[config.mk]
export PLATFORM = sky130hd
export DESIGN_NAME = mem_arbiter
export DESIGN_NICKNAME = d
export VERILOG_FILES = /design/src/rtl/mem_arb_pkg.sv /design/src/rtl/mem_arbiter.sv
export SDC_FILE = /design/constraint.sdc
export NUM_CORES = 1
export LEC_CHECK = 0
export ABC_AREA = 1
export CORE_AREA = 2 2 536 538
export CTS_CLUSTER_DIAMETER = 30
export DETAILED_ROUTE_END_ITERATION = 8
export DIE_AREA = 0 0 538 540
export GPL_ROUTABILITY_DRIVEN = 0
export PLACE_DENSITY_LB_ADDON = 0.08
export REMOVE_ABC_BUFFERS = 1
export SYNTH_ARGS = -nofsm -noshare
export SYNTH_HDL_FRONTEND = slang
export SYNTH_SLANG_ARGS = --single-unit
export TNS_END_PERCENT = 100
[constraint.sdc]
create_clock -name clk_i -period 2 [get_ports clk_i]
set_input_delay 0.2 -clock clk_i [delete_from_list [all_inputs] [get_ports clk_i]]
set_output_delay 0.2 -clock clk_i [all_outputs]
set_load 0.02 [all_outputs]
[src/rtl/mem_arb_pkg.sv]
// mem_arb_pkg: shared types and default widths for the I/D memory arbiter.
package mem_arb_pkg;
    localparam int DATA_W = 256;
    localparam int ADDR_W = 32;
    typedef enum logic [1:0] {IDLE, BUSY, RESP} state_t;
    typedef enum logic {OWN_I = 1'b0, OWN_D = 1'b1} owner_t;
endpackage

[src/rtl/mem_arbiter.sv]
// mem_arbiter: shares one line-wide memory port between I-cache refills and
// D-cache refills/write-backs, D-priority with an I starvation guard.
module mem_arbiter
    import mem_arb_pkg::*;
#(
    parameter int DATA_W       = mem_arb_pkg::DATA_W,
    parameter int ADDR_W       = mem_arb_pkg::ADDR_W,
    parameter int STARVE_LIMIT = 4
) (
    input  logic              clk_i,
    input  logic              rst_i,
    input  logic              ic_req_i,
    input  logic [ADDR_W-1:0] ic_addr_i,
    output logic              ic_ack_o,
    output logic [DATA_W-1:0] ic_data_o,
    input  logic              dc_req_i,
    input  logic              dc_write_i,
    input  logic [ADDR_W-1:0] dc_addr_i,
    input  logic [DATA_W-1:0] dc_data_i,
    output logic              dc_ack_o,
    output logic [DATA_W-1:0] dc_data_o,
    output logic              mem_enable_o,
    output logic              mem_write_o,
    output logic [ADDR_W-1:0] mem_addr_o,
    output logic [DATA_W-1:0] mem_data_o,
    input  logic [DATA_W-1:0] mem_data_i,
    input  logic              mem_ack_i,
    output logic              busy_o
);
    state_t            r_state, w_next;
    owner_t            r_owner;
    logic [3:0]        r_starve;
    logic [ADDR_W-1:0] r_addr;
    logic [DATA_W-1:0] r_wdata, r_ic_data, r_dc_data;
    logic              r_write, r_en, r_ic_ack, r_dc_ack;
    logic              w_req, w_grant_i, w_cap;

    // D wins ties unless I has waited through STARVE_LIMIT D grants
    always_comb begin
        w_req     = ic_req_i | dc_req_i;
        w_grant_i = ic_req_i & (~dc_req_i | (r_starve == 4'(STARVE_LIMIT)));
        w_cap     = (r_state == BUSY) & mem_ack_i & ~r_write;
    end

    always_ff @(posedge clk_i or negedge rst_i) begin
        if (!rst_i) r_state <= IDLE;
        else        r_state <= w_next;
    end

    always_comb begin
        w_next = r_state;
        case (r_state)
            IDLE:    w_next = w_req ? BUSY : IDLE;
            BUSY:    w_next = mem_ack_i ? RESP : BUSY;
            default: w_next = IDLE;
        endcase
    end

    always_comb begin
        busy_o       = r_state != IDLE;
        mem_enable_o = r_en;
        mem_write_o  = r_write;
        mem_addr_o   = r_addr;
        mem_data_o   = r_wdata;
        ic_ack_o     = r_ic_ack;
        dc_ack_o     = r_dc_ack;
        ic_data_o    = r_ic_data;
        dc_data_o    = r_dc_data;
    end

    always_ff @(posedge clk_i or negedge rst_i) begin
        if (!rst_i) begin
            r_owner   <= OWN_I;
            r_starve  <= '0;
            r_addr    <= '0;
            r_wdata   <= '0;
            r_write   <= 1'b0;
            r_en      <= 1'b0;
            r_ic_ack  <= 1'b0;
            r_dc_ack  <= 1'b0;
            r_ic_data <= '0;
            r_dc_data <= '0;
        end else begin
            r_en     <= w_next == BUSY;
            r_ic_ack <= (w_next == RESP) & (r_owner == OWN_I);
            r_dc_ack <= (w_next == RESP) & (r_owner == OWN_D);
            if (r_state == IDLE && w_req) begin
                r_owner  <= w_grant_i ? OWN_I : OWN_D;
                r_addr   <= w_grant_i ? ic_addr_i : dc_addr_i;
                r_write  <= ~w_grant_i & dc_write_i;
                r_wdata  <= w_grant_i ? '0 : dc_data_i;
                r_starve <= w_grant_i ? 4'd0 :
                            (ic_req_i && r_starve != 4'hF) ? r_starve + 4'd1 : r_starve;
            end
            if (w_cap && r_owner == OWN_I) r_ic_data <= mem_data_i;
            if (w_cap && r_owner == OWN_D) r_dc_data <= mem_data_i;
        end
    end
endmodule

==> out/metrics.yaml, run 1 <==
yosys:
  synth.distinct_cells: 23
  syn-instance-count: 3350
  synth-xor-area-share: 0.000273
  ys_ff_latch: 811
  synth.mux.area_fraction: 0
  synth-simple-area-share: 0.186
  syn_area_per_cell_um2: 9.59
  yosysWarnings: 0
  synth_fa_ha_area_frac: 0.000779
  synth-seq-area-share: 0.632
  synth-compound-area-share: 0.0911
  synth.cell_area_um2: 32100
  synth_top_family_by_area: "simple AND/OR/NAND/NOR gates"
routing:
  drt-pass1-iter-count: 5
  drt.antenna.violating_nets: 0
  drc: 0
  finalWirelength_um: 203000
  drt-met1-wl_um: 78000
  vias: 31700
  top_layer_used: "met5"
  routedWlPerCell_um: 21.1
  vias_per_cell: 3.30
  wl_met3_um: 22300
  drt-initial-drc-count: 1106
  wl_met2_um: 95700
clock_network:
  numClockSinks: 811
  cts_tree: "done"
  cts_buffers: 330
  clk_pin_slew_ns: 0.04
  clockRootBuffer: "clkbuf_16"
  clockBufferDepth: 4
  clk-insertion-delay-late_ns: 0.86
  cts_max_level: 5
layout:
  area_delta_synth_final_pct: 107
  drive_above_1_share: 0.134
  fin_nets: 6122
  nFillCells: 31200
setup_path:
  slowest_stage: "dlygate4sd2_1"
  crit_buf_inv: 1
  reg2reg_from: "r_state[1]"
  rr_endpoint: "dc_data_o[222]"
  required_ns: 1.80
  end_kind: "primary output"
  reg2regPathDepth: 7
  cpPeakStageDelay_ns: 0.52
  r2r_setup_slack_ns: 0.12
  crit_fanout: 2
  path_cells: "dlygate4sd2_1"
  critPathCapture: "mem_data_o[89]"
  cp_top_family: "buffers and inverters"
  startpoint_type: "flop"
  arrival_ns: 1.70
  startpoint: "mem_data_o[89]"
  path_depth: 1
  critPathKind: "flop to primary output"
placed_design:
  io_buffers: 1386
  hpwlAfterDp_um: 156000
global_route:
  antenna_found_initial: 78
  grt.overflow.total: 0
  grt_max_degree: 91
  grt_pass1_wl_um: 279000
  grt_use_total: 0.135
  first_global_vias: 34800
timing:
  hold_violations: 0
  rsz0062_at_grt: "true"
  fin_hold_ws_ns: 0.0543
  slew_headroom: 0.457
  fin_crit_sh: 0.948
  finalMaxSlewViolations: 0
  fmax_ghz: 0.528
  final.min_clock_period_ns: 1.90
  fin_tns_setup_ns: 0
  max_slew.worst_pin.slew_ns: 0.815
  fin_worst_skew_ns: 0.0464
  finalSetupViolations: 0
power_and_ir_drop:
  cellPowerDensity_nw_per_um2: 1760
  p_leak_nw: 32.7
  ir_worst_vdd_mv: 0.691
outcome:
  status: "finished, final reports clean"
die:
  chipHeight_um: 540
  die_x_um: 538
  dieArea_um2: 291000
  initial_core_util: 0.113
  core-area_um2: 284000
  ioPinCount: 1387
  rows: 196
flow_run:
  cap_violations: 0
worst_hold_path:
  holdCritPathClass: "input pin to flop"
[per-layer routing]
layer  global-route usage  up-vias
li1                     -    15200
met1                0.146    14800
met2                0.227     1351
met3               0.0676      352
met4               0.0476       30
met5                    0        -
[what timing repair did]
action                                   CTS  global route
resized for setup                        889             3
hold endpoints to repair                1502             0
hold buffers                             527             0
buffers inserted                           0             3
endpoints found under the setup margin   802            41
pin swaps                                  0             1
[cell usage in the layout, fill, tap and decap left out, types with 65 or more instances in the layout]
master,n
inv_1,328
dfrtp_1,810
buf_12,65
o21ai_1,364
dlygate4sd2_1,746
clkbuf_8,93
nand2_1,1132
o21ai_2,87
clkdlybuf4s50_1,580
dlygate4sd3_1,527
nand3_1,327
buf_4,96
clkbuf_1,103
clkbuf_16,335
[cell type report]
cell class	count	area [um^2]	area share
Antenna cell	52	130	0.00196
Clock buffer	531	10000	0.151
Clock inverter	58	723	0.0109
Inverter	331	1250	0.0188
Multi-Input combinational cell	1994	8980	0.135
Sequential cell	811	20300	0.306
Tap cell	3762	4710	0.0709
Timing Repair Buffer	2070	20200	0.305
[where the power goes]
part | switching [mW] | leakage [nW] | internal, mW
sequential | 4.06 | 10.3 | 23.8
combinational | 26.3 | 17.1 | 14.4
clock | 13.9 | 5.30 | 34.6
[kinds of logic after synthesis]
logic type | Yosys count
simple gates | 1473
buf+inv | 545
compound gates | 518
flops | 811
xor+xnor | 1
fa+ha+maj | 2
[flip-flops by register name (all words and copies together), names as in the netlist, 2 cells and up]
register,count
dc_data_o,256
ic_data_o,256
mem_addr_o,32
mem_data_o,256
r_starve,4
r_state,2
[worst min path at each step]
stage | from | to | slack, ns | cells past startpoint
after global placement | rst_i | ic_data_o[59] | 0.14 | 1
after floorplan | rst_i | dc_ack_o | -0.1 | 0
final | mem_data_i[25] | ic_data_o[25] | 0.05 | 3
after detailed placement | rst_i | ic_data_o[59] | 0.15 | 1
after CTS | mem_ack_i | r_state[0] | 0.0008 | 3
after global routing | mem_data_i[39] | dc_data_o[39] | 0.03 | 3
[cells in the mapped netlist]
master | n | area, um^2
a21oi_2 | 1 | 8.76
buf_2 | 103 | 515
buf_4 | 10 | 75.1
buf_6 | 91 | 1020
clkbuf_1 | 10 | 37.5
dfrtp_1 | 811 | 20300
ha_1 | 2 | 25.0
inv_1 | 328 | 1230
inv_2 | 3 | 11.3
nand2_1 | 1133 | 4250
nand2_2 | 2 | 12.5
nand2_4 | 2 | 22.5
nand3_1 | 327 | 1640
nand3_2 | 1 | 10.0
nand4_1 | 1 | 6.26
nor2_1 | 5 | 18.8
nor2_2 | 1 | 6.26
nor2_4 | 1 | 11.3
o21ai_0 | 64 | 320
o21ai_1 | 364 | 1820
o21ai_2 | 87 | 762
o31ai_1 | 2 | 15.0
xor2_1 | 1 | 8.76
[stage by stage]
step	setup WS [ns]	area (um^2)	cells	total power [mW]	util
6_report	0.104	66400	9609	117	0.233
3_3_place_gp	-0.119	51000	8438	74.3	0.179
5_1_grt	-0.0126	66300	9591	124	0.233
4_1_cts	0.000164	66200	9554	120	0.233
3_5_place_dp	-0.152	51000	8438	74.0	0.179
2_1_floorplan	-10.03	30500	3136	44.7	-
(Power assumes the default switching activity.)
==> run 2: changes to the inputs <==
CTS_BUF_LIST = sky130_fd_sc_hd__clkbuf_4 sky130_fd_sc_hd__clkbuf_8   (was default)
CTS_CLUSTER_DIAMETER = 150   (was 30)
==> run 2 against run 1 <==
  * Via count down 3.0%
  * Flip-flop and latch count did not move
  * Critical endpoint is now dc_data_o[250]
  * Cell count shrank 2.3%
  * Design area down 9.0%
  * Fmax fell by 0.70%
  * Global-route usage down 0.17 points
  * Sequential power barely moved
  * First-iteration DRC count grew 6.7%
  * Die area unchanged
  * Wire length down 1.2%
  * Non-clock buffer count rose by 50
  * Combinational power increased by 3%
==> out/metrics.yaml, run 2 (synthesized netlist as in run 1, its figures left out) <==
outcome:
  status: "finished, final reports clean"
flow_run:
  cap_violations: 0  # unchanged
setup_path:
  reg2reg_from: "r_state[1]"
  startpoint: "r_state[1]"
  path_cells: "inv_2, nand3_2, nor2_4, nand2_8, buf_12, nand2_1, o21ai_1"
  crit_fanout: 90  # +88
  arrival_ns: 2.65  # +0.95 ns
  crit_buf_inv: 2  # +1
  critPathKind: "flop to flop"
  cpPeakStageDelay_ns: 0.40  # -0.12 ns
  startpoint_type: "flop"
  end_kind: "flop"
  required_ns: 2.74  # +0.94 ns
  cp_top_family: "simple AND/OR/NAND/NOR gates"
  slowest_stage: "dfrtp_1"
layout:
  drive_above_1_share: 0.202  # +0.0682
  final_cell_mix: "nand2_1 (1,132), dfrtp_1 (808), clkdlybuf4s50_1 (580)"
  seqCellArea_um2: 20300  # about the same
  final_common_cell: "nand2_1"
  area_delta_synth_final_pct: 88.0
  layout.cells.non_filler: 9385  # -2.3%
  multiInputGateArea_um2: 8990  # about the same
  nFillCells: 31500  # +1.1%
  fin_nets: 6025  # -1.6%
power_and_ir_drop:
  internal_power_mw: 51.2  # -30%
  ir_worst_vdd_mv: 0.753  # +9.1%
  p_sw_frac: 0.435  # +0.0562
  pwr-share-comb: 0.465  # +0.117
  seqPwrFrac: 0.308  # +0.070
  p_sw_mw: 39.4  # -11%
  p_clk_frac: 0.227  # -0.187
  p_leak_nw: 28.3  # -13%
  cellPowerDensity_nw_per_um2: 1500  # -15%
  power_mw: 90.6  # -23%
global_route:
  grt.overflow.total: 0  # unchanged
  grt_pass1_wl_um: 275000  # -1.5%
  top_usage_layer: "met2"
  antenna_found_initial: 78  # unchanged
  grt_util_met2: 0.233  # +0.00552
  first_global_vias: 33300  # -4.2%
  met3_usage: 0.0579  # -0.00968
  grt_max_degree: 91  # unchanged
  gr-usage-met1: 0.148  # +0.00194
  grt_use_total: 0.134  # -0.00171
placed_design:
  hpwlAfterDp_um: 156000  # unchanged
  place_inst: 8438  # unchanged
  io_buffers: 1386  # unchanged
  pre_cts_slack_ns: -0.152  # unchanged
timing:
  fin_worst_skew_ns: 0.0412  # -0.00511 ns
  setup_slack_ns: 0.0910  # -0.0133 ns
  hold_violations: 0  # unchanged
  max_slew.worst_pin.slew_ns: 0.809  # -0.00637 ns
  rsz0062_at_grt: "true"
  fmax_ghz: 0.524  # -0.70%
  finalSetupViolations: 0  # unchanged
  fin_crit_sh: 0.955  # +0.00666
  fin_hold_ws_ns: 0.146  # +0.0915 ns
  final.min_clock_period_ns: 1.91  # +0.0133 ns
  slew_headroom: 0.459  # +0.00247
  finalMaxSlewViolations: 0  # unchanged
clock_network:
  clockRootBuffer: "clkbuf_8"
  clockBufferDepth: 4  # unchanged
  cts_max_level: 4  # -1
  clk_pin_slew_ns: 0.06  # +0.02 ns
  numClockSinks: 811  # unchanged
  clk-insertion-delay-late_ns: 0.91  # +0.05 ns
  cts_tree: "done"
  cts_buffers: 183  # -45%
die:
  core-area_um2: 284000  # unchanged
  die_x_um: 538  # unchanged
  ioPinCount: 1387  # unchanged
  rows: 196  # unchanged
  chipHeight_um: 540  # unchanged
  dieArea_um2: 291000  # unchanged
  initial_core_util: 0.113  # unchanged
worst_hold_path:
  hold_path.startpoint: "mem_data_i[57]"
  holdCritPathClass: "input pin to flop"
routing:
  drc: 0  # unchanged
  finalWirelength_um: 201000  # -1.2%
  vias_per_cell: 3.28  # -0.71%
  vias: 30800  # -3.0%
  drt-pass1-iter-count: 5  # unchanged
  routedWlPerCell_um: 21.4  # +1.2%
  drt-initial-drc-count: 1180  # +6.7%
  drt.antenna.violating_nets: 0  # unchanged
-- run 2: cell type report --
type                            count  area share
Timing Repair Buffer             2120       0.351
Sequential cell                   811       0.336
Multi-Input combinational cell   1994       0.149
Tap cell                         3762      0.0779
Clock buffer                      295      0.0592
Inverter                          331      0.0207
Clock inverter                     16     0.00373
Antenna cell                       56     0.00232
-- run 2: layer usage --
metal  wire length (um)  share of wire  up-vias
li1                   -              -    14900
met1              78400           0.39    14500
met2              97300           0.49     1131
met3              20100           0.10      269
met4               4580          0.023       32
met5                197        0.00098        -
-- run 2: what timing repair did --
action / CTS / global route
setup buffers: 2 / 5
hold endpoints to repair: 1613 / 0
endpoints found under the setup margin: 802 / 92
pin swaps: 1 / 2
gates resized for setup: 2355 / 1
hold buffers: 573 / 0
-- run 2: stage by stage --
stage                      util  setup TNS, ns  instance area, um^2
after CTS                 0.212         -0.119                60200
after floorplan               -       -3771.84                30500
after global routing      0.212         -0.594                60400
final                     0.212              0                60400
after global placement    0.179         -10.87                51000
after detailed placement  0.179         -18.11                51000
-- run 2: power by group through the flow --
stage	clock network, mW	logic (mW)	registers, mW
2_1_floorplan	0	8.61	36.1
3_5_place_dp	0	45.8	28.2
3_3_place_gp	0	46.0	28.2
5_1_grt	22.4	45.6	28.9
6_report	20.5	42.1	27.9
4_1_cts	21.7	43.5	28.1
-- run 2: tightest hold or removal path, stage by stage --
cell and delay [ns]:
clkdlybuf4s50_1 0.40, inv_1 0.33, o21ai_2 0.10
-- run 2: final timing paths --
kind,cells past startpoint,endpoint,slack (ns)
max,7,dc_data_o[250],0.09
min,3,ic_data_o[57],0.15
max reg2reg,7,dc_data_o[250],0.09
min reg2reg,2,mem_addr_o[10],0.47
max in group asynchronous,4,ic_data_o[5],0.14
min in group asynchronous,4,ic_data_o[120],0.60
==> run 3: changes to the inputs <==
CTS_BUF_LIST = sky130_fd_sc_hd__clkbuf_4   (was sky130_fd_sc_hd__clkbuf_4 sky130_fd_sc_hd__clkbuf_8)
CTS_CLUSTER_SIZE = 40   (was default)
==> run 3 against run 2 <==
  * The run now ends with setup timing left
  * Via count rose by 7.2%
  * Core utilization is 2.3 points higher
  * Clock-buffer cell count decreased by 254
  * Combinational power is 25% higher
  * Design area rose by 11%
  * Global-route usage decreased by 0.079 points
  * Fmax is 11% lower
  * Clock skew increased by 0.12 ns
  * Largest power group unchanged
==> out/metrics.yaml, run 3 (synthesized netlist as in run 1, its figures left out) <==
worst_hold_path:
  holdCritPathClass: "input pin to flop"
  hold_path.startpoint: "mem_data_i[60]"
layout:
  fin_nets: 6622  # +9.9%
  drive_above_1_share: 0.238  # +0.0356
  final_util: 0.235  # +0.0225
  final_cell_mix: "nand2_1 (1,125), dlygate4sd3_1 (1,043), buf_6 (820)"
  seqCellArea_um2: 20300  # about the same
  nFillCells: 31200  # -0.88%
  area_delta_synth_final_pct: 108
  final_common_cell: "nand2_1"
  multiInputGateArea_um2: 9110  # +1.3%
clock_network:
  cts_buffers: 39  # -79%
  cts_max_level: 2  # -2
  clk_pin_slew_ns: 0.46  # +0.40 ns
  cts_tree: "done"
  clk-insertion-delay-late_ns: 1.14  # +0.23 ns
  clockBufferDepth: 3  # -1
  clockRootBuffer: "clkbuf_4"
  numClockSinks: 811  # unchanged
flow_run:
  cap_violations: 0  # unchanged
setup_path:
  end_kind: "primary output"
  critPathKind: "flop to primary output"
  arrival_ns: 1.96  # -0.69 ns
  startpoint: "r_state[0]"
  reg2reg_from: "r_state[1]"
  crit_fanout: 2  # -98%
  startpoint_type: "flop"
  required_ns: 1.80  # -0.94 ns
placed_design:
  io_buffers: 1386  # unchanged
  hpwlAfterDp_um: 156000  # unchanged
timing:
  rsz0062_at_grt: "true"
  slew_headroom: 0.641  # +0.182
  fin_worst_skew_ns: 0.157  # +0.116 ns
  finalSetupViolations: 384  # +384
  fin_hold_ws_ns: 0.249  # +0.103 ns
  final.min_clock_period_ns: 2.16  # +0.247 ns
  fmax_ghz: 0.464  # -11%
  finalMaxSlewViolations: 0  # unchanged
  setup_slack_ns: -0.157  # -0.247 ns
  hold_violations: 0  # unchanged
  fin_crit_sh: 1.08  # +0.124
  fin_tns_setup_ns: -13.47  # -13.47 ns
  max_slew.worst_pin.slew_ns: 0.538  # -0.271 ns
routing:
  drt-initial-drc-count: 1200  # +1.7%
  drc: 0  # unchanged
  vias_per_cell: 3.34  # +1.8%
  vias: 33000  # +7.2%
  drt-pass1-iter-count: 5  # unchanged
  drt.antenna.violating_nets: 0  # unchanged
  routedWlPerCell_um: 21.4  # +0.26%
  finalWirelength_um: 212000  # +5.6%
die:
  core-area_um2: 284000  # unchanged
  die_x_um: 538  # unchanged
  dieArea_um2: 291000  # unchanged
  initial_core_util: 0.113  # unchanged
  rows: 196  # unchanged
  ioPinCount: 1387  # unchanged
  chipHeight_um: 540  # unchanged
outcome:
  status: "finished, violations left"
  violations: "setup timing"
power_and_ir_drop:
  cellPowerDensity_nw_per_um2: 1350  # -9.7%
  ir_worst_vdd_mv: 0.641  # -15%
  p_leak_nw: 31.7  # +12%
global_route:
  grt_use_total: 0.133  # -0.000792
  grt_max_degree: 91  # unchanged
  first_global_vias: 34200  # +2.7%
  antenna_found_initial: 78  # unchanged
  grt.overflow.total: 0  # unchanged
  grt_pass1_wl_um: 275000  # about the same
run 3: cell count changes in the layout (fill, tap and decap cells not counted), moves of 14 or more:
cell,before,now
buf_6,2,820
dlygate4sd3_1,573,1043
clkdlybuf4s15_2,391,0
clkbuf_8,218,0
buf_4,100,284
clkdlybuf4s15_1,158,0
buf_2,154,1
dlygate4sd2_1,97,0
clkbuf_16,0,37
clkbuf_4,77,41
o21ai_2,87,107
buf_16,0,14
run 3: path summary, 6_finish.rpt:
kind	to	depth (start not counted)	slack (ns)
worst min-delay path	ic_data_o[60]	4	0.25
worst max-delay path	busy_o	3	-0.16
min in group asynchronous	dc_data_o[58]	5	0.60
worst max register to register	ic_data_o[46]	12	-0.13
worst min register to register	dc_data_o[153]	2	0.50
max in group asynchronous	mem_data_o[13]	7	0.32
run 3: layout make-up:
class | count | area share
antenna | 58 | 0.00217
clock inverter | 29 | 0.00693
multi-input combinational | 1995 | 0.136
clock buffer | 41 | 0.00461
timing repair buffer | 2860 | 0.457
sequential | 811 | 0.304
tap | 3762 | 0.0705
inverter | 331 | 0.0187
run 3: through the flow:
| stage | cells | instance area (um^2) | setup slack [ns] | power [mW] |
|---|---|---|---|---|
| finish | 9887 | 66800 | -0.157 | 90.5 |
| global route | 9865 | 66800 | -0.429 | 96.6 |
| CTS | 9660 | 64100 | -0.490 | 89.4 |
| detailed placement | 8438 | 51000 | -0.152 | 74.0 |
| global placement | 8438 | 51000 | -0.119 | 74.3 |
| floorplan | 3136 | 30500 | -10.03 | 44.7 |
run 3: routing by layer:
layer | up-vias | routed length, um | GRT usage
met5 | - | 174 | 0
met4 | 26 | 6350 | 0.0409
met3 | 177 | 19000 | 0.0537
met2 | 1012 | 103000 | 0.229
met1 | 15800 | 83400 | 0.148
li1 | 16000 | - | -
run 3: what timing repair did:
action / 4_1_cts / 5_1_grt
endpoints found under the setup margin: 815 / 1065
buffers inserted: 108 / 115
gates cloned: 0 / 56
endpoints found under the hold margin: 1621 / 0
pin swaps: 1 / 3
hold buffers: 1044 / 0
gates resized for setup: 5243 / 155
run 3: worst max-delay path, stage by stage, from the launching register on:
cell and delay, ns:
dfrtp_2 0.52, inv_2 0.09, nand2_4 0.07, buf_6 0.14
run 3: power by group:
| group | switching [mW] | internal (mW) | leakage [nW] |
|---|---|---|---|
| logic | 27.8 | 24.7 | 21.1 |
| clock network | 7.10 | 1.63 | 0.400 |
| registers | 5.64 | 23.6 | 10.2 |
